<file path="config.mk">
export PLATFORM = sky130hd
export DESIGN_NAME = pipe_ctrl
export DESIGN_NICKNAME = d
export VERILOG_FILES = /design/src/rtl/pipe_pkg.sv /design/src/rtl/pipe_perf_cnt.sv /design/src/rtl/pipe_ctrl.sv
export SDC_FILE = /design/constraint.sdc
export NUM_CORES = 1
export LEC_CHECK = 0
export CORE_AREA = 5 5 42 44
export CTS_CLUSTER_SIZE = 14
export DETAILED_ROUTE_END_ITERATION = 7
export DIE_AREA = 0 0 47 49
export PLACE_DENSITY = 0.62
export SLEW_MARGIN = 20
export SYNTH_ARGS = -nofsm -noshare
export SYNTH_HDL_FRONTEND = slang
export SYNTH_SLANG_ARGS = --single-unit
</file>
<file path="constraint.sdc">
create_clock -name clk -period 4.95 [get_ports clk]
set_input_delay 1.2375 -clock clk [delete_from_list [all_inputs] [get_ports clk]]
set_output_delay 1.2375 -clock clk [all_outputs]
set_load 0.01 [all_outputs]
</file>
<file path="src/rtl/pipe_pkg.sv">
// Shared definitions for the pipeline hazard controller: FSM state encoding,
// IF/ID instruction-mux select codes and the canonical NOP instruction word.
package pipe_pkg;

   typedef enum logic [1:0] {
      ST_RUN   = 2'd0,
      ST_STALL = 2'd1,
      ST_FLUSH = 2'd2,
      ST_WAIT  = 2'd3
   } state_e;

   localparam logic [1:0]  SEL_LIVE   = 2'b00;
   localparam logic [1:0]  SEL_REPLAY = 2'b01;
   localparam logic [1:0]  SEL_NOP    = 2'b10;

   localparam logic [31:0] NOP_INSTR  = 32'h0000_0013;

endpackage : pipe_pkg

</file>
<file path="src/rtl/pipe_perf_cnt.sv">
// Saturating performance counters for the pipeline controller: stall entries,
// flush entries and memory-wait cycles. Each counter sticks at all-ones.
module pipe_perf_cnt #(
   parameter int unsigned CNT_W = 32
) (
   input  logic             clk_i,
   input  logic             rst_ni,
   input  logic             stall_evt_i,
   input  logic             flush_evt_i,
   input  logic             wait_evt_i,
   output logic [CNT_W-1:0] stall_cnt_o,
   output logic [CNT_W-1:0] flush_cnt_o,
   output logic [CNT_W-1:0] wait_cnt_o
);

   logic [CNT_W-1:0] stall_q, stall_d;
   logic [CNT_W-1:0] flush_q, flush_d;
   logic [CNT_W-1:0] wait_q,  wait_d;

   // Next-count logic: increment on event unless already saturated
   always_comb begin
      stall_d = stall_q;
      flush_d = flush_q;
      wait_d  = wait_q;
      if (stall_evt_i && (stall_q != '1)) stall_d = stall_q + CNT_W'(1);
      if (flush_evt_i && (flush_q != '1)) flush_d = flush_q + CNT_W'(1);
      if (wait_evt_i  && (wait_q  != '1)) wait_d  = wait_q  + CNT_W'(1);
   end

   // Counter registers, cleared asynchronously by reset
   always_ff @(posedge clk_i or negedge rst_ni) begin
      if (!rst_ni) begin
         stall_q <= '0;
         flush_q <= '0;
         wait_q  <= '0;
      end else begin
         stall_q <= stall_d;
         flush_q <= flush_d;
         wait_q  <= wait_d;
      end
   end

   assign stall_cnt_o = stall_q;
   assign flush_cnt_o = flush_q;
   assign wait_cnt_o  = wait_q;

endmodule : pipe_perf_cnt

</file>
<file path="src/rtl/pipe_ctrl.sv">
// Pipeline hazard controller: load-use stall, branch flush and memory-wait
// freeze for a classic 5-stage pipeline.
// Optional feature macro: PIPE_CTRL_PERF_EN adds saturating performance
// counters (stall_cnt, flush_cnt, wait_cnt).
module pipe_ctrl
   import pipe_pkg::*;
#(
   parameter int unsigned REG_W = 5,
   parameter int unsigned CNT_W = 32
) (
   input  logic             clk,
   input  logic             rst,
   input  logic [REG_W-1:0] id_rs1,
   input  logic [REG_W-1:0] id_rs2,
   input  logic             id_rs1_used,
   input  logic             id_rs2_used,
   input  logic [REG_W-1:0] ex_rd,
   input  logic             ex_mem_read,
   input  logic             branch_taken,
   input  logic             mem_wait,
   output logic             pc_write,
   output logic             if_id_write,
   output logic [1:0]       instr_sel,
   output logic             id_ex_flush,
   output logic             pipe_hold
`ifdef PIPE_CTRL_PERF_EN
   ,
   output logic [CNT_W-1:0] stall_cnt,
   output logic [CNT_W-1:0] flush_cnt,
   output logic [CNT_W-1:0] wait_cnt
`endif
);

   if (CNT_W == 0) begin : g_bad_cnt_w
      $error("pipe_ctrl: CNT_W must be at least 1");
   end

   state_e state_q, state_d;
   logic   branch_pending_q, branch_pending_d;
   logic   load_use;

   // Load in EX feeding a source the ID instruction actually reads; x0 never hazards
   always_comb begin
      load_use = ex_mem_read && (ex_rd != '0) &&
                 ((id_rs1_used && (id_rs1 == ex_rd)) ||
                  (id_rs2_used && (id_rs2 == ex_rd)));
   end

   // State and pending-branch registers
   always_ff @(posedge clk or negedge rst) begin
      if (!rst) begin
         state_q          <= ST_RUN;
         branch_pending_q <= 1'b0;
      end else begin
         state_q          <= state_d;
         branch_pending_q <= branch_pending_d;
      end
   end

   // Next-state: mem_wait dominates, then branch, then load-use
   always_comb begin
      state_d          = state_q;
      branch_pending_d = branch_pending_q;
      if (mem_wait) begin
         state_d = ST_WAIT;
         if (branch_taken) branch_pending_d = 1'b1;
      end else begin
         case (state_q)
            ST_RUN: begin
               if (branch_taken)  state_d = ST_FLUSH;
               else if (load_use) state_d = ST_STALL;
               else               state_d = ST_RUN;
            end
            ST_STALL: state_d = branch_taken ? ST_FLUSH : ST_RUN;
            ST_FLUSH: state_d = ST_RUN;
            ST_WAIT: begin
               // A redirect that arrived while frozen is honoured on release
               branch_pending_d = 1'b0;
               state_d = (branch_pending_q || branch_taken) ? ST_FLUSH : ST_RUN;
            end
            default: state_d = ST_RUN;
         endcase
      end
   end

   // Outputs: forced to run values while reset is asserted
   always_comb begin
      pc_write    = 1'b1;
      if_id_write = 1'b1;
      instr_sel   = SEL_LIVE;
      id_ex_flush = 1'b0;
      pipe_hold   = 1'b0;
      if (rst) begin
         if (mem_wait) begin
            pc_write    = 1'b0;
            if_id_write = 1'b0;
            instr_sel   = SEL_REPLAY;
            pipe_hold   = 1'b1;
         end else begin
            case (state_q)
               ST_RUN: begin
                  if (branch_taken) begin
                     id_ex_flush = 1'b1;
                  end else if (load_use) begin
                     pc_write    = 1'b0;
                     if_id_write = 1'b0;
                     id_ex_flush = 1'b1;
                  end
               end
               ST_STALL: begin
                  instr_sel   = SEL_REPLAY;
                  id_ex_flush = branch_taken;
               end
               ST_FLUSH: instr_sel = SEL_NOP;
               ST_WAIT: begin
                  instr_sel   = SEL_REPLAY;
                  id_ex_flush = branch_pending_q || branch_taken;
               end
               default: ;
            endcase
         end
      end
   end

`ifdef PIPE_CTRL_PERF_EN
   logic stall_evt, flush_evt, wait_evt;

   // Event pulses for the counters: state entries and cycles spent waiting
   always_comb begin
      stall_evt = (state_d == ST_STALL) && (state_q != ST_STALL);
      flush_evt = (state_d == ST_FLUSH) && (state_q != ST_FLUSH);
      wait_evt  = (state_q == ST_WAIT);
   end

   pipe_perf_cnt #(.CNT_W(CNT_W)) u_perf (
      .clk_i       (clk),
      .rst_ni      (rst),
      .stall_evt_i (stall_evt),
      .flush_evt_i (flush_evt),
      .wait_evt_i  (wait_evt),
      .stall_cnt_o (stall_cnt),
      .flush_cnt_o (flush_cnt),
      .wait_cnt_o  (wait_cnt)
   );
`endif

endmodule : pipe_ctrl

</file>
After elaboration in Yosys (flattened, before gate mapping)
Index checks and enable logic that the tools add are counted.

word-level totals
  word-level logic and storage cells = 43
  output and inout bits = 6
  input bits = 22
  register bits after elaboration = 3

cells by class
  reductions and logical operators = 11
  eq/ne operators = 6
  muxes and demuxes = 24

operators by type and width
  cell                  count
  $mux W1               15
  $mux W2               6
  $eq A5 B5 Y1          2
  $pmux W2 S4           1
  $reduce_bool A5 Y1    1
  $eq A2 B2 Y1 const B  2
  $logic_and A1 B1 Y1   4
  $pmux W2 S2           1
  $pmux W1 S3           1
  $eq A2 B1 Y1 const B  1
  $logic_not A2 Y1      1
  $logic_or A1 B1 Y1    2
  $ne A2 B2 Y1 const B  1
  $reduce_and A2 Y1     1
  $reduce_bool A2 Y1    1
  $reduce_or A2 Y1      1

Logic depth before layout (Yosys ltp)
Gate-level depths: netlist of run 1.

  depth after elaboration = 9
  depth in mapped cells = 5
  mapped depth without buffers = 4

Least setup slack after synthesis of run 1
OpenSTA, ideal clock, no wires.

  path type = input port to output port
  from = input ex_rd[3]
  to = output pc_write
  path slack = 1.413 ns
  arrival = 2.300 ns
  stages = 5
  required time = 3.713 ns
  buffers on the path = 1
  cell sequence = xor2_1 -> nor4_2 -> a32oi_1 -> o31a_1 -> buf_4

on the way
  longest elaborated chain between the ends = 9

ends and longest elaborated chain
  element                                        RTL line                          RTL
  start: declaration                             pipe_ctrl.sv:17                   input logic [REG_W-1:0] ex_rd,
  $eq A5 B5 Y1, on equally long branches         pipe_ctrl.sv:45, pipe_ctrl.sv:46
  $logic_and A1 B1 Y1, on equally long branches  pipe_ctrl.sv:45, pipe_ctrl.sv:46
  $logic_or A1 B1 Y1                             pipe_ctrl.sv:45                   ((id_rs1_used && (id_rs1 == ex_rd)) ||
  $logic_and A1 B1 Y1 *                          pipe_ctrl.sv:44                   load_use = ex_mem_read && (ex_rd != '0) &&
  $mux W1 * (5 in series)                        n/a
  end: declaration                               pipe_ctrl.sv:21                   output logic pc_write,

Mark *: on every way between the ends. The rest lies on a longest branch, timed or not.

Worst setup path after layout of run 1
  from = input ex_rd[1]
  to = output pc_write

on the way
  longest elaborated chain between the ends = 9

ends and longest elaborated chain
  element                                        RTL line                          RTL
  $eq A5 B5 Y1, on equally long branches         pipe_ctrl.sv:45, pipe_ctrl.sv:46
  $logic_and A1 B1 Y1, on equally long branches  pipe_ctrl.sv:45, pipe_ctrl.sv:46
  $logic_or A1 B1 Y1                             pipe_ctrl.sv:45
  $logic_and A1 B1 Y1 *                          pipe_ctrl.sv:44
  $mux W1 *                                      pipe_ctrl.sv:104                  end else if (load_use) begin
  $mux W1 *                                      pipe_ctrl.sv:102                  if (branch_taken) begin
  $mux W1 *                                      pipe_ctrl.sv:100                  case (state_q)
  $mux W1 *                                      pipe_ctrl.sv:94                   if (mem_wait) begin
  $mux W1 *                                      pipe_ctrl.sv:93                   if (rst) begin

Marks and branches as above.

==> key figures, run 1 <==
Critical path
  • Number of logic stages on the critical path including buffering: 5
  • Type of origin of the critical path: primary input
  • Cell chain of the critical path: clkdlybuf4s50_1 -> or4_1 -> o21ai_1 -> o31a_1 -> clkdlybuf4s50_1
  • Worst r2r path cells: 2
  • Maximum single-stage delay on the critical path: 0.54 ns
  • Buffering stage count on the worst path with inverters included: 2
  • Data arrival, critical path: 3.15 ns
  • Path type of the worst setup path: primary input to primary output
  • Cell mode on critical path: sky130_fd_sc_hd__clkdlybuf4s50_1
  • CP endpoint kind: primary output
  • Slack of the worst reg-to-reg path: 3.75 ns
  • Critical path peak fanout: 3
  • Endpoint of the worst register-to-register path: state_q[0]$_DFF_PN0_
  • Cell class contributing the biggest share of worst-path delay: buffers and inverters
  • Worst-path cell with the longest stage delay: sky130_fd_sc_hd__or4_1
  • CP required: 3.71 ns
  • Launch instance of the worst register-to-register path: state_q[0]$_DFF_PN0_

Min path
  • HP Class: flip-flop to flip-flop
  • Worst Hold End: branch_pending_q$_DFFE_PN0P_
  • Start point of the worst hold path: branch_pending_q$_DFFE_PN0P_
  • Worst hold path cell count: 2

Finish
  • Antenna cells: 0
  • Final standard cell area without fillers: 656 sq um
  • Count of nets after finishing: 93
  • Most common cell after layout, fill and taps aside: sky130_fd_sc_hd__clkdlybuf4s50_1
  • Share of final-layout standard cells stronger than drive strength 1: 0.0571
  • Number of standard cells in the final layout excluding fillers: 86
  • Top library cells by usage in the layout, fill and taps aside: sky130_fd_sc_hd__clkdlybuf4s50_1, sky130_fd_sc_hd__xor2_1, sky130_fd_sc_hd__dfrtp_1, sky130_fd_sc_hd__clkbuf_4
  • Signed area change from the synthesized netlist to the final layout: 89.2%

Global routing
  • Maximum number of pins on one net before global-route repair: 9
  • Met1 global-route usage: 0.0969
  • Met2 Track Usage GR: 0.154
  • Antenna violations before repair: 0
  • Overall overflow remaining after global route: 0
  • M3 GR Usage: 0.0295
  • Global-route total usage across every layer: 0.0973
  • Number of global-route vias before repair: 410
  • First-pass GRT wire length: 1.61 mm
  • Highest-utilization routing layer at the global route stage: met2

Timing
  • Final Setup Violations: 0
  • Number of hold violations in the final report: 0
  • Worst Tran Pin Value: 0.309 ns
  • Final setup TNS: 0 ns
  • Maximum frequency from static timing analysis: 228 MHz
  • Crit share post-route: 0.886
  • Max-slew violation count: 0
  • Worst-case clock skew: 0.000508 ns
  • Time the final worst path needs with I/O delays and setup: 4.39 ns
  • Setup repair after global routing missed its margin: no
  • Slew headroom: 0.794
  • Hold slack final: 0.569 ns

Place
  • Final Wtd Congestion: 0.714
  • Count of input and output buffers: 27
  • Post-Place Cells: 82
  • Total placed instance area: 629 sq um

Pwr
  • Power after layout: 0.000115 W
  • Total leakage power: 0.252 nW
  • Ratio of total power to cell area: 175 nW/um^2
  • VDD IR-drop max: 0.0767 mV

Clock tree
  • Clock tree from TritonCTS: yes
  • Maximum level of the CTS H-tree: 1
  • Clock buffer count from CTS: 3
  • Post_cts resized: 0
  • Cell at the root of the clock tree: sky130_fd_sc_hd__clkbuf_4
  • Clk slew on worst S/H paths: 0.04 ns
  • Clk_lat worst skew: 0.23 ns
  • Cts-stage hold buffer count: 0
  • CTS sink cnt: 3
  • Number of buffers inserted by post-CTS setup repair: 0
  • Maximum count of clock buffers along a single path: 2

Routing
  • Post-detailed-route count of antenna-violating nets: 0
  • 1st-iter DRT viols: 0
  • Drt drc: 0
  • DR vias/cell: 4.48
  • Detail-routed net length per standard cell: 10.8 um
  • Total detailed-routing wirelength: 930 um
  • Router iterations before antenna repair: 1
  • Routed vias: 385

Die
  • Initial core utilization: 0.247
  • Chip Height: 49 um
  • Core outline area: 1400 sq um
  • Total number of placement rows: 14
  • Chip Width: 47 um
  • DIE AREA: 2300 sq um
  • I/O pin total: 28

Synth
  • Number of synthesis warnings: 0
  • Seq/Total Area, Yosys: 0.217
  • Number of enable flip-flop cells after synthesis: 0
  • Post-synthesis instance area: 347 sq um
  • Seq cells post-synth: 3
  • Predominant post-synthesis flop cell: sky130_fd_sc_hd__dfrtp_1
  • Number of distinct standard cells referenced by the synthesized netlist: 25
  • Ys async rst share: 1.00
  • Gate count after technology mapping: 40
  • Synthesized net count: 62
  • Mean instance size in the synthesized netlist: 8.66 sq um

Run status
  • Status: finished, final reports clean

Run
  • Max-capacitance violation count: 0
==> layout make-up <==
cell class / count / area (sq um)
Tap cell: 16 / 20.0
Multi-Input combinational cell: 35 / 260
Timing Repair Buffer: 27 / 270
Fill cell: 150 / 746
Sequential cell: 3 / 75.1
Inverter: 1 / 3.75
Clock buffer: 4 / 26.3
==> worst register-to-register path: cells and delay by family (launching register included) <==
kind	cells	cell delay [ns]
DFF	1	0.44
and+or+nand+nor	1	0.54
AOI/OAI and AO/OA	1	0.15
==> metrics by stage <==
stage / utilization / setup slack [ns]
floorplan: - / 1.41
global placement: 0.449 / 0.526
detailed placement: 0.449 / 0.544
CTS: 0.468 / 0.539
global route: 0.468 / 0.443
finish: 0.468 / 0.562
==> worst max-delay path by stage <==
stage | startpoint | endpoint
3_5_place_dp | ex_rd[3] | pc_write
2_1_floorplan | ex_rd[3] | pc_write
6_report | ex_rd[1] | pc_write
4_1_cts | ex_rd[3] | pc_write
3_3_place_gp | ex_rd[1] | if_id_write
5_1_grt | ex_rd[2] | if_id_write
==> flip-flops by register name, summed over array words and instances (netlist names) <==
name              count
branch_pending_q      1
state_q               2
==> logic make-up (layout without fill, tap and decap cells) <==
| group | count (synthesis) | after routing | share of synthesized area |
|---|---|---|---|
| muxes | 1 | 1 | 0.0289 |
| buffers and inverters | 2 | 32 | 0.0325 |
| and+or+nand+nor | 14 | 14 | 0.271 |
| xor gates and xnor gates | 10 | 10 | 0.253 |
| AOI/OAI and AO/OA | 10 | 10 | 0.199 |
| DFF | 3 | 3 | 0.217 |
==> power by group <==
part	switching, W	internal (W)	leakage (nW)
combinational	0.0000154	0.0000278	0.203
clock	0.0000115	0.0000301	0.0150
sequential	0.00000297	0.0000269	0.0338
==> per-layer routing <==
| metal | routed length (um) | vias up |
|---|---|---|
| met1 | 349 | 161 |
| met4 | 0 | 0 |
| li1 | - | 207 |
| met2 | 492 | 17 |
| met3 | 88 | 0 |
| met5 | 0 | - |
==> cells in the mapped netlist (2+ instances only) <==
cell type,number,area share
sky130_fd_sc_hd__xnor2_1,2,0.051
sky130_fd_sc_hd__nand2_1,2,0.022
sky130_fd_sc_hd__a21oi_1,2,0.029
sky130_fd_sc_hd__dfrtp_1,3,0.22
sky130_fd_sc_hd__o21bai_1,2,0.043
sky130_fd_sc_hd__nor2_1,2,0.022
sky130_fd_sc_hd__or4_1,2,0.043
sky130_fd_sc_hd__xor2_1,8,0.20
No activity file was read; power rests on OpenSTA's default activity.
==> inputs of run 2 (changes only) <==
PLACE_DENSITY = 0.66   (was 0.62)
clock period = 5.7 ns   (was 4.95 ns; I/O delays follow)
==> run 2 against run 1 <==
Effect of this change:
- combinational power down 13%
- sequential cell count is the same
- critical path depth is 1 higher
- clock power fell by 14%
- wire length is 1.3% lower
- cell count stayed put
- first-iteration DRC count rose by 5
- largest cell class unchanged
==> key figures, run 2 (synthesis results as in run 1) <==
Run status
  • Status: finished, final reports clean (unchanged)

Timing
  • Number of hold violations in the final report: 0 (unchanged)
  • Max-slew violation count: 0 (unchanged)
  • Final Setup Violations: 0 (unchanged)
  • Final setup TNS: 0 ns (unchanged)
  • Worst-case clock skew: 0.0000573 ns (was 0.000508 ns)
  • Hold slack final: 0.556 ns (was 0.569 ns)
  • Smallest setup slack after layout: 0.905 ns (was 0.562 ns)
  • Setup repair after global routing missed its margin: no (unchanged)
  • Crit share post-route: 0.841
  • Slew headroom: 0.804 (was 0.794)
  • Worst Tran Pin Value: 0.295 ns (was 0.309 ns)
  • Maximum frequency from static timing analysis: 209 MHz
  • Time the final worst path needs with I/O delays and setup: 4.79 ns

Die
  • Core outline area: 1400 sq um (unchanged)
  • Chip Height: 49 um (unchanged)
  • Chip Width: 47 um (unchanged)
  • Total number of placement rows: 14 (unchanged)
  • Initial core utilization: 0.247 (unchanged)
  • DIE AREA: 2300 sq um (unchanged)
  • I/O pin total: 28 (unchanged)

Finish
  • Largest registers: state_q (2), branch_pending_q (1) (unchanged)
  • Signed area change from the synthesized netlist to the final layout: 89.2% (unchanged)
  • Most common cell after layout, fill and taps aside: sky130_fd_sc_hd__clkdlybuf4s50_1 (unchanged)
  • Number of flip-flops in the largest register: 2 (unchanged)
  • Register ranked first by flip-flop count: state_q (unchanged)
  • Share of final-layout standard cells stronger than drive strength 1: 0.0571 (unchanged)
  • Top library cells by usage in the layout, fill and taps aside: sky130_fd_sc_hd__clkdlybuf4s50_1, sky130_fd_sc_hd__xor2_1, sky130_fd_sc_hd__dfrtp_1, sky130_fd_sc_hd__clkbuf_4 (unchanged)
  • Number of standard cells in the final layout excluding fillers: 86 (unchanged)
  • Antenna cells: 0 (unchanged)
  • Count of nets after finishing: 93 (unchanged)

Global routing
  • Antenna violations before repair: 0 (unchanged)
  • First-pass GRT wire length: 1.49 mm (was 1.61 mm)
  • Global-route total usage across every layer: 0.0903 (was 0.0973)
  • Number of global-route vias before repair: 392 (was 410)
  • Maximum number of pins on one net before global-route repair: 9 (unchanged)
  • Overall overflow remaining after global route: 0 (unchanged)

Critical path
  • CP required: 4.28 ns (was 3.71 ns)
  • Critical path peak fanout: 3 (unchanged)
  • Data arrival, critical path: 3.37 ns (was 3.15 ns)
  • Slack of the worst reg-to-reg path: 4.51 ns (was 3.75 ns)
  • CP endpoint kind: primary output (unchanged)
  • Type of origin of the critical path: primary input (unchanged)
  • Path type of the worst setup path: primary input to primary output (unchanged)

Clock tree
  • Post_cts resized: 0 (unchanged)
  • CTS sink cnt: 3 (unchanged)
  • Cell at the root of the clock tree: sky130_fd_sc_hd__clkbuf_4 (unchanged)
  • Clk_lat worst skew: 0.23 ns (about the same)
  • Clock tree from TritonCTS: yes (unchanged)
  • Maximum count of clock buffers along a single path: 2 (unchanged)
  • Number of buffers inserted by post-CTS setup repair: 0 (unchanged)
  • Cts-stage hold buffer count: 0 (unchanged)
  • Maximum level of the CTS H-tree: 1 (unchanged)
  • Clk slew on worst S/H paths: 0.03 ns (was 0.04 ns)
  • Clock buffer count from CTS: 3 (unchanged)

Run
  • Max-capacitance violation count: 0 (unchanged)

Place
  • Count of input and output buffers: 27 (unchanged)
  • Pre-CTS setup slack: 0.898 ns (was 0.544 ns)
  • Final Wtd Congestion: 0.718 (was 0.714)
  • Detail Placement HPWL: 853 um
  • Post-Place Cells: 82 (unchanged)

Pwr
  • Power after layout: 0.0000992 W (was 0.000115 W)
  • Total leakage power: 0.252 nW (unchanged)
  • Ratio of total power to cell area: 151 nW/um^2 (was 175 nW/um^2)
  • VDD IR-drop max: 0.0782 mV (was 0.0767 mV)

Routing
  • Detail-routed net length per standard cell: 10.7 um (was 10.8 um)
  • 1st-iter DRT viols: 5 (was 0)
  • DR vias/cell: 4.74 (was 4.48)
  • Total detailed-routing wirelength: 918 um (was 930 um)
  • Post-detailed-route count of antenna-violating nets: 0 (unchanged)
  • Routed vias: 408 (was 385)
  • Router iterations before antenna repair: 4 (was 1)
  • Drt drc: 0 (unchanged)

Min path
  • HP Class: flip-flop to flip-flop (unchanged)
==> run 2: cell counts in the layout (fill, tap and decap cells not counted) <==
Identical to the previous run, type by type.
==> run 2: critical path, cell delays in order <==
cell,delay (ns)
sky130_fd_sc_hd__clkdlybuf4s50_1,0.48
sky130_fd_sc_hd__xor2_1,0.19
sky130_fd_sc_hd__nor4_1,0.32
sky130_fd_sc_hd__a32oi_1,0.15
sky130_fd_sc_hd__o31a_1,0.34
sky130_fd_sc_hd__clkdlybuf4s50_1,0.48
==> run 2: final timing paths <==
kind,from,endpoint,cells after the start
setup reg to reg,state_q[0]$_DFF_PN0_,state_q[0]$_DFF_PN0_,2
hold / removal,branch_pending_q$_DFFE_PN0P_,branch_pending_q$_DFFE_PN0P_,2
min in group asynchronous,rst,state_q[1]$_DFF_PN0_,1
hold reg to reg,branch_pending_q$_DFFE_PN0P_,branch_pending_q$_DFFE_PN0P_,2
max in group asynchronous,rst,state_q[0]$_DFF_PN0_,1
setup / recovery,ex_rd[2],pc_write,6
==> run 2: through the flow <==
step | util | instance area (sq um)
floorplan | - | 347
global placement | 0.449 | 629
detailed placement | 0.449 | 629
CTS | 0.468 | 656
global route | 0.468 | 656
finish | 0.468 | 656
==> run 2: cell type report <==
class	instances	area, sq um
fill	159	746
timing repair buffer	27	270
multi-input combinational	35	260
sequential	3	75.1
clock buffer	4	26.3
tap	16	20.0
inverter	1	3.75
==> run 2: per-layer routing <==
| layer | GRT usage | share of wire | vias up |
|---|---|---|---|
| li1 | - | - | 208 |
| met1 | 0.0907 | 0.35 | 184 |
| met2 | 0.143 | 0.57 | 16 |
| met3 | 0.0369 | 0.077 | 0 |
| met4 | 0.0645 | 0 | 0 |
| met5 | 0 | 0 | - |
==> run 2: report_power, final <==
group	internal, W	switching (W)
registers	0.0000234	0.00000249
logic	0.0000241	0.0000134
clock network	0.0000262	0.00000970
total	0.0000736	0.0000256
==> inputs of run 3 (changes only) <==
clock period = 4.8 ns   (was 5.7 ns; I/O delays follow)
==> run 3 against run 2 <==
Effect of this change:
- non-clock buffer count grew 1
- combinational power is 20% higher
- sequential cell count did not move
- sequential share of layout area is 0.13 points lower
- wire length is 1.4% higher
- global-route usage rose by 0.071 points
==> key figures, run 3 (synthesis results as in run 1) <==
Routing
  • 1st-iter DRT viols: 6 (was 5)
  • Routed vias: 389 (was 408)
  • Total detailed-routing wirelength: 931 um (was 918 um)
  • Drt drc: 0 (unchanged)
  • Router iterations before antenna repair: 4 (unchanged)
  • Detail-routed net length per standard cell: 10.7 um (about the same)
  • DR vias/cell: 4.47 (was 4.74)
  • Post-detailed-route count of antenna-violating nets: 0 (unchanged)

Global routing
  • Met1 global-route usage: 0.0929 (was 0.0907)
  • Highest-utilization routing layer at the global route stage: met2 (unchanged)
  • Antenna violations before repair: 0 (unchanged)
  • Met2 Track Usage GR: 0.145 (was 0.143)
  • Maximum number of pins on one net before global-route repair: 8 (was 9)
  • Global-route total usage across every layer: 0.0910 (was 0.0903)
  • M3 GR Usage: 0.0332 (was 0.0369)
  • Overall overflow remaining after global route: 0 (unchanged)
  • First-pass GRT wire length: 1.50 mm (was 1.49 mm)
  • Number of global-route vias before repair: 386 (was 392)

Clock tree
  • CTS sink cnt: 3 (unchanged)
  • Number of buffers inserted by post-CTS setup repair: 0 (unchanged)
  • Cts-stage hold buffer count: 0 (unchanged)
  • Post_cts resized: 0 (unchanged)
  • Clock buffer count from CTS: 3 (unchanged)
  • Cell at the root of the clock tree: sky130_fd_sc_hd__clkbuf_4 (unchanged)
  • Clk_lat worst skew: 0.23 ns (about the same)
  • Clk slew on worst S/H paths: 0.03 ns (about the same)
  • Maximum level of the CTS H-tree: 1 (unchanged)
  • Maximum count of clock buffers along a single path: 2 (unchanged)
  • Clock tree from TritonCTS: yes (unchanged)

Pwr
  • Power after layout: 0.000118 W (was 0.0000992 W)
  • VDD IR-drop max: 0.0913 mV (was 0.0782 mV)
  • Total leakage power: 0.257 nW (was 0.252 nW)
  • Ratio of total power to cell area: 179 nW/um^2 (was 151 nW/um^2)

Timing
  • Final Setup Violations: 0 (unchanged)
  • Maximum frequency from static timing analysis: 232 MHz
  • Worst Tran Pin Value: 0.311 ns (was 0.295 ns)
  • Worst-case clock skew: 0.000500 ns (was 0.0000573 ns)
  • Time the final worst path needs with I/O delays and setup: 4.31 ns
  • Setup repair after global routing missed its margin: no (unchanged)
  • Final setup TNS: 0 ns (unchanged)
  • Number of hold violations in the final report: 0 (unchanged)
  • Max-slew violation count: 0 (unchanged)
  • Slew headroom: 0.792 (was 0.804)
  • Crit share post-route: 0.897

Finish
  • Most common cell after layout, fill and taps aside: sky130_fd_sc_hd__clkdlybuf4s50_1 (unchanged)
  • Final standard cell area without fillers: 663 sq um (was 656 sq um)
  • Number of flip-flops in the largest register: 2 (unchanged)
  • Share of final-layout standard cells stronger than drive strength 1: 0.0704 (was 0.0571)
  • Antenna cells: 0 (unchanged)
  • Count of nets after finishing: 94 (was 93)
  • Number of standard cells in the final layout excluding fillers: 87 (was 86)
  • Register ranked first by flip-flop count: state_q (unchanged)
  • Signed area change from the synthesized netlist to the final layout: 91.3% (was 89.2%)
  • Largest registers: state_q (2), branch_pending_q (1) (unchanged)
  • Top library cells by usage in the layout, fill and taps aside: sky130_fd_sc_hd__clkdlybuf4s50_1, sky130_fd_sc_hd__xor2_1, sky130_fd_sc_hd__dfrtp_1, sky130_fd_sc_hd__clkbuf_4 (unchanged)

Min path
  • Worst hold path cell count: 2 (unchanged)
  • Worst Hold End: branch_pending_q$_DFFE_PN0P_ (unchanged)
  • HP Class: flip-flop to flip-flop (unchanged)
  • Start point of the worst hold path: branch_pending_q$_DFFE_PN0P_ (unchanged)

Place
  • Post-Place Cells: 83 (was 82)
  • Detail Placement HPWL: 828 um (was 853 um)
  • Final Wtd Congestion: 0.747 (was 0.718)
  • Total placed instance area: 637 sq um (was 629 sq um)
  • Count of input and output buffers: 27 (unchanged)

Run
  • Max-capacitance violation count: 0 (unchanged)

Critical path
  • Type of origin of the critical path: primary input (unchanged)
  • Launch instance of the worst register-to-register path: state_q[0]$_DFF_PN0_ (unchanged)
  • Worst-path cell with the longest stage delay: sky130_fd_sc_hd__clkdlybuf4s50_1 (unchanged)
  • Slack of the worst reg-to-reg path: 3.59 ns (was 4.51 ns)
  • Cell chain of the critical path: clkdlybuf4s50_1 -> xor2_1 -> nor4_2 -> a32oi_1 -> o31a_1 -> clkdlybuf4s50_1 (was clkdlybuf4s50_1 -> xor2_1 -> nor4_1 -> a32oi_1 -> o31a_1 -> clkdlybuf4s50_1)
  • Critical path peak fanout: 3 (unchanged)
  • Buffering stage count on the worst path with inverters included: 2 (unchanged)
  • Maximum single-stage delay on the critical path: 0.48 ns (about the same)
  • Data arrival, critical path: 3.11 ns (was 3.37 ns)
  • Cell mode on critical path: sky130_fd_sc_hd__clkdlybuf4s50_1 (unchanged)
  • Worst r2r path cells: 2 (unchanged)
  • Path type of the worst setup path: primary input to primary output (unchanged)
  • CP endpoint kind: primary output (unchanged)
  • Cell class contributing the biggest share of worst-path delay: buffers and inverters (unchanged)
  • Endpoint of the worst register-to-register path: state_q[0]$_DFF_PN0_ (unchanged)
  • CP required: 3.60 ns (was 4.28 ns)

Die
  • Chip Width: 47 um (unchanged)
  • I/O pin total: 28 (unchanged)
  • Initial core utilization: 0.247 (unchanged)
  • DIE AREA: 2300 sq um (unchanged)
  • Core outline area: 1400 sq um (unchanged)
  • Total number of placement rows: 14 (unchanged)
  • Chip Height: 49 um (unchanged)

Run status
  • Status: finished, final reports clean (unchanged)
## run 3: cell types whose count changed in the layout (fill, tap and decap cells not counted), sizes merged
cell / before / now
buf: 0 / 1
## run 3: final cells by class
type	count	area, sq um
clock buffers	4	26.3
repair buffers	28	278
flip-flops and latches	3	75.1
well taps	16	20.0
multi-input cells	35	260
inverters	1	3.75
fillers	156	738
## run 3: where the power goes
group	leakage [nW]	internal, W	switching [W]
logic	0.208	0.0000292	0.0000159
clock network	0.0150	0.0000310	0.0000115
registers	0.0338	0.0000277	0.00000313
## run 3: worst reg2reg max path: cells and delay by family (launching register included)
kind | cells | cell delay [ns]
AOI/OAI and AO/OA | 1 | 0.14
and+or+nand+nor | 1 | 0.55
DFF | 1 | 0.44
## run 3: worst max-delay path by stage
stage,startpoint,end,slack (ns),cells past startpoint
after detailed placement,ex_rd[3],pc_write,0.47,6
after floorplan,ex_rd[3],pc_write,1.34,5
after global placement,ex_rd[3],if_id_write,0.46,6
after global routing,ex_rd[3],id_ex_flush,0.31,6
final,ex_rd[3],pc_write,0.49,6
after CTS,ex_rd[3],pc_write,0.47,6
## run 3: layer usage
metal,up-vias,wire length (um)
met1,164,336
met2,16,516
li1,209,-
met3,0,78
met4,0,0
met5,-,0
## run 3: stage by stage
stage          hold slack [ns]  setup WS [ns]   util
3_5_place_dp             0.558          0.474  0.454
2_1_floorplan            0.514           1.34      -
5_1_grt                  0.611          0.313  0.473
4_1_cts                  0.568          0.474  0.473
6_report                 0.571          0.492  0.473
3_3_place_gp             0.553          0.464  0.454
==> edit: new RTL, flow settings as in run 3 <==
The parameter `REG_W` goes from 5 to 6.
--- a/src/rtl/pipe_ctrl.sv
+++ b/src/rtl/pipe_ctrl.sv
@@ -5,7 +5,7 @@
 module pipe_ctrl
    import pipe_pkg::*;
 #(
-   parameter int unsigned REG_W = 5,
+   parameter int unsigned REG_W = 6,
    parameter int unsigned CNT_W = 32
 ) (
    input  logic             clk,
Interface: changed (resized ex_rd, id_rs1 and id_rs2); port bits go from 28 to 31. The function was not compared with the original's and may differ.
==> edit against run 3 <==
Via count increased by 13%; clock power increased by 5.4%; area after synthesis increased by 4.0%; sequential cell count unchanged; final area increased by 5.5%; power increased by 6.8%; synthesized cell count increased by 13%; die area unchanged; worst setup slack improved by 0.17 ns; routed wire length increased by 23%; register-to-register slack improved by 0.17 ns.
==> edit: results (changes against run 3) <==
* Via count of the first global-routing pass: 398 (+3.1%)
* Leakage power: 0.0002397 uW (-6.7%)
* WL/cell: 12.19 um (+14%)
- Post-cts gate resize count: 0 (unchanged)
* Fraction of the yosys area taken by sequential cells: 20.83% (-0.83 points)
* Leading post-synthesis cells by instance count: sky130_fd_sc_hd__xnor2_1, sky130_fd_sc_hd__nand4_1
* Leading cell types by total area after synthesis: sky130_fd_sc_hd__xnor2_1, sky130_fd_sc_hd__dfrtp_1, sky130_fd_sc_hd__nand4_1, sky130_fd_sc_hd__nand3_1, sky130_fd_sc_hd__o21bai_1
* Slew Limit Headroom: 84.16% (+4.9 points)
* Power drawn by the combinational cells: 51.1 uW (+13%)
* Total clock network power: 44.8 uW (+5.4%)
- Total Routing Usage GR: 9.661% (+0.56 points)
- Routability cong.: 0.7959 (+6.5%)
- Detailed Place HPWL: 965.8 um (+17%)
* Run status: complete, no violations
- Layout cells sized above 1: 3.846% (-3.2 points)
- Clk Latency, worst-skew pair: 0.23 ns (about the same)
- Met3 usage: 3.321% (unchanged)
- The critical path data arrival time is 2.94 ns (-0.17 ns).
- Worst-path cell with the longest stage delay: sky130_fd_sc_hd__clkdlybuf4s50_1
- The final-layout fill cell count came to 145 (-7.1%).
* Maximum vdd ir drop: 0.0001212 V (+33%)
- The worst setup skew after layout is 0.001264 ns (+0.0007634 ns).
* Sum of negative setup slack: 0 ns (unchanged)
* Largest fanout on the critical path: 7 (+4)
* Global-route wire length before repair: 1662 um (+11%)
- The via density per instance came to 4.681 (+4.7%).
- The met1 track demand over resource was 11.04% (+1.7 points).
- Post-synth cell types: 19 (-24%)
- The global-route track usage on met2 is 15.61% (+1.1 points).
* Maximum cell stage delay along the critical path: 0.62 ns (+0.14 ns)
- The worst reg-to-reg path cell count came to 3 (+1).
- Post-Place Worst Slack: 0.6682 ns (+0.1943 ns)
- Switching power of the nets: 34.18 uW (+12%)
* R2R setup slack: 3.76 ns (+0.17 ns)
* Post-synthesis net count: 70 (+13%)
* Buffers added on ports: 30 (+11%)
- Count of routing violations after the opening detailed-route iteration: 8 (+2)
[edit: logic make-up after synthesis]
group | share of synthesized area (%)
mux | 2.778
xor+xnor | 29.17
buf+inv | 2.084
flops | 20.83
simple gates | 27.43
compound gates | 17.71
[edit: stage by stage]
| stage | power (uW) | hold WS, ns | std cells | cell area [um2] |
|---|---|---|---|---|
| after detailed placement | 82.35 | 0.5531 | 90 | 673.1 |
| after floorplan | 50.73 | 0.5142 | 45 | 360.3 |
| after CTS | 128.5 | 0.5623 | 94 | 699.4 |
| after global routing | 135.9 | 0.6112 | 94 | 699.4 |
| after global placement | 81.87 | 0.5384 | 90 | 673.1 |
| final | 126.5 | 0.5632 | 94 | 699.4 |
[edit: worst max-delay path by stage]
| stage | cells past startpoint | slack, ns | to | from |
|---|---|---|---|---|
| 2_1_floorplan | 5 | 1.58 | pc_write | ex_rd[3] |
| 3_3_place_gp | 6 | 0.66 | id_ex_flush | ex_rd[2] |
| 3_5_place_dp | 5 | 0.67 | id_ex_flush | rst |
| 4_1_cts | 5 | 0.65 | id_ex_flush | rst |
| 5_1_grt | 6 | 0.57 | if_id_write | ex_rd[2] |
| 6_report | 5 | 0.66 | id_ex_flush | rst |
[edit: cell type report]
type	instances	area [um2]	area share [%]
Clock buffer	4	26.28	3.757
Multi-Input combinational cell	41	277.8	39.71
Sequential cell	3	75.07	10.73
Tap cell	16	20.02	2.862
Timing Repair Buffer	30	300.3	42.93
[edit: worst max-delay path, delay by kind of cell]
kind	cells	cell delay, ns
buffers and inverters	2	1.18
AOI/OAI and AO/OA	1	0.15
and+or+nand+nor	2	0.41
[edit: routing by layer]
metal / vias to the layer above / part of all wire (%)
met2: 26 / 47
met5: - / 0
met1: 186 / 36
met4: 0 / 0
met3: 0 / 17
li1: 228 / -
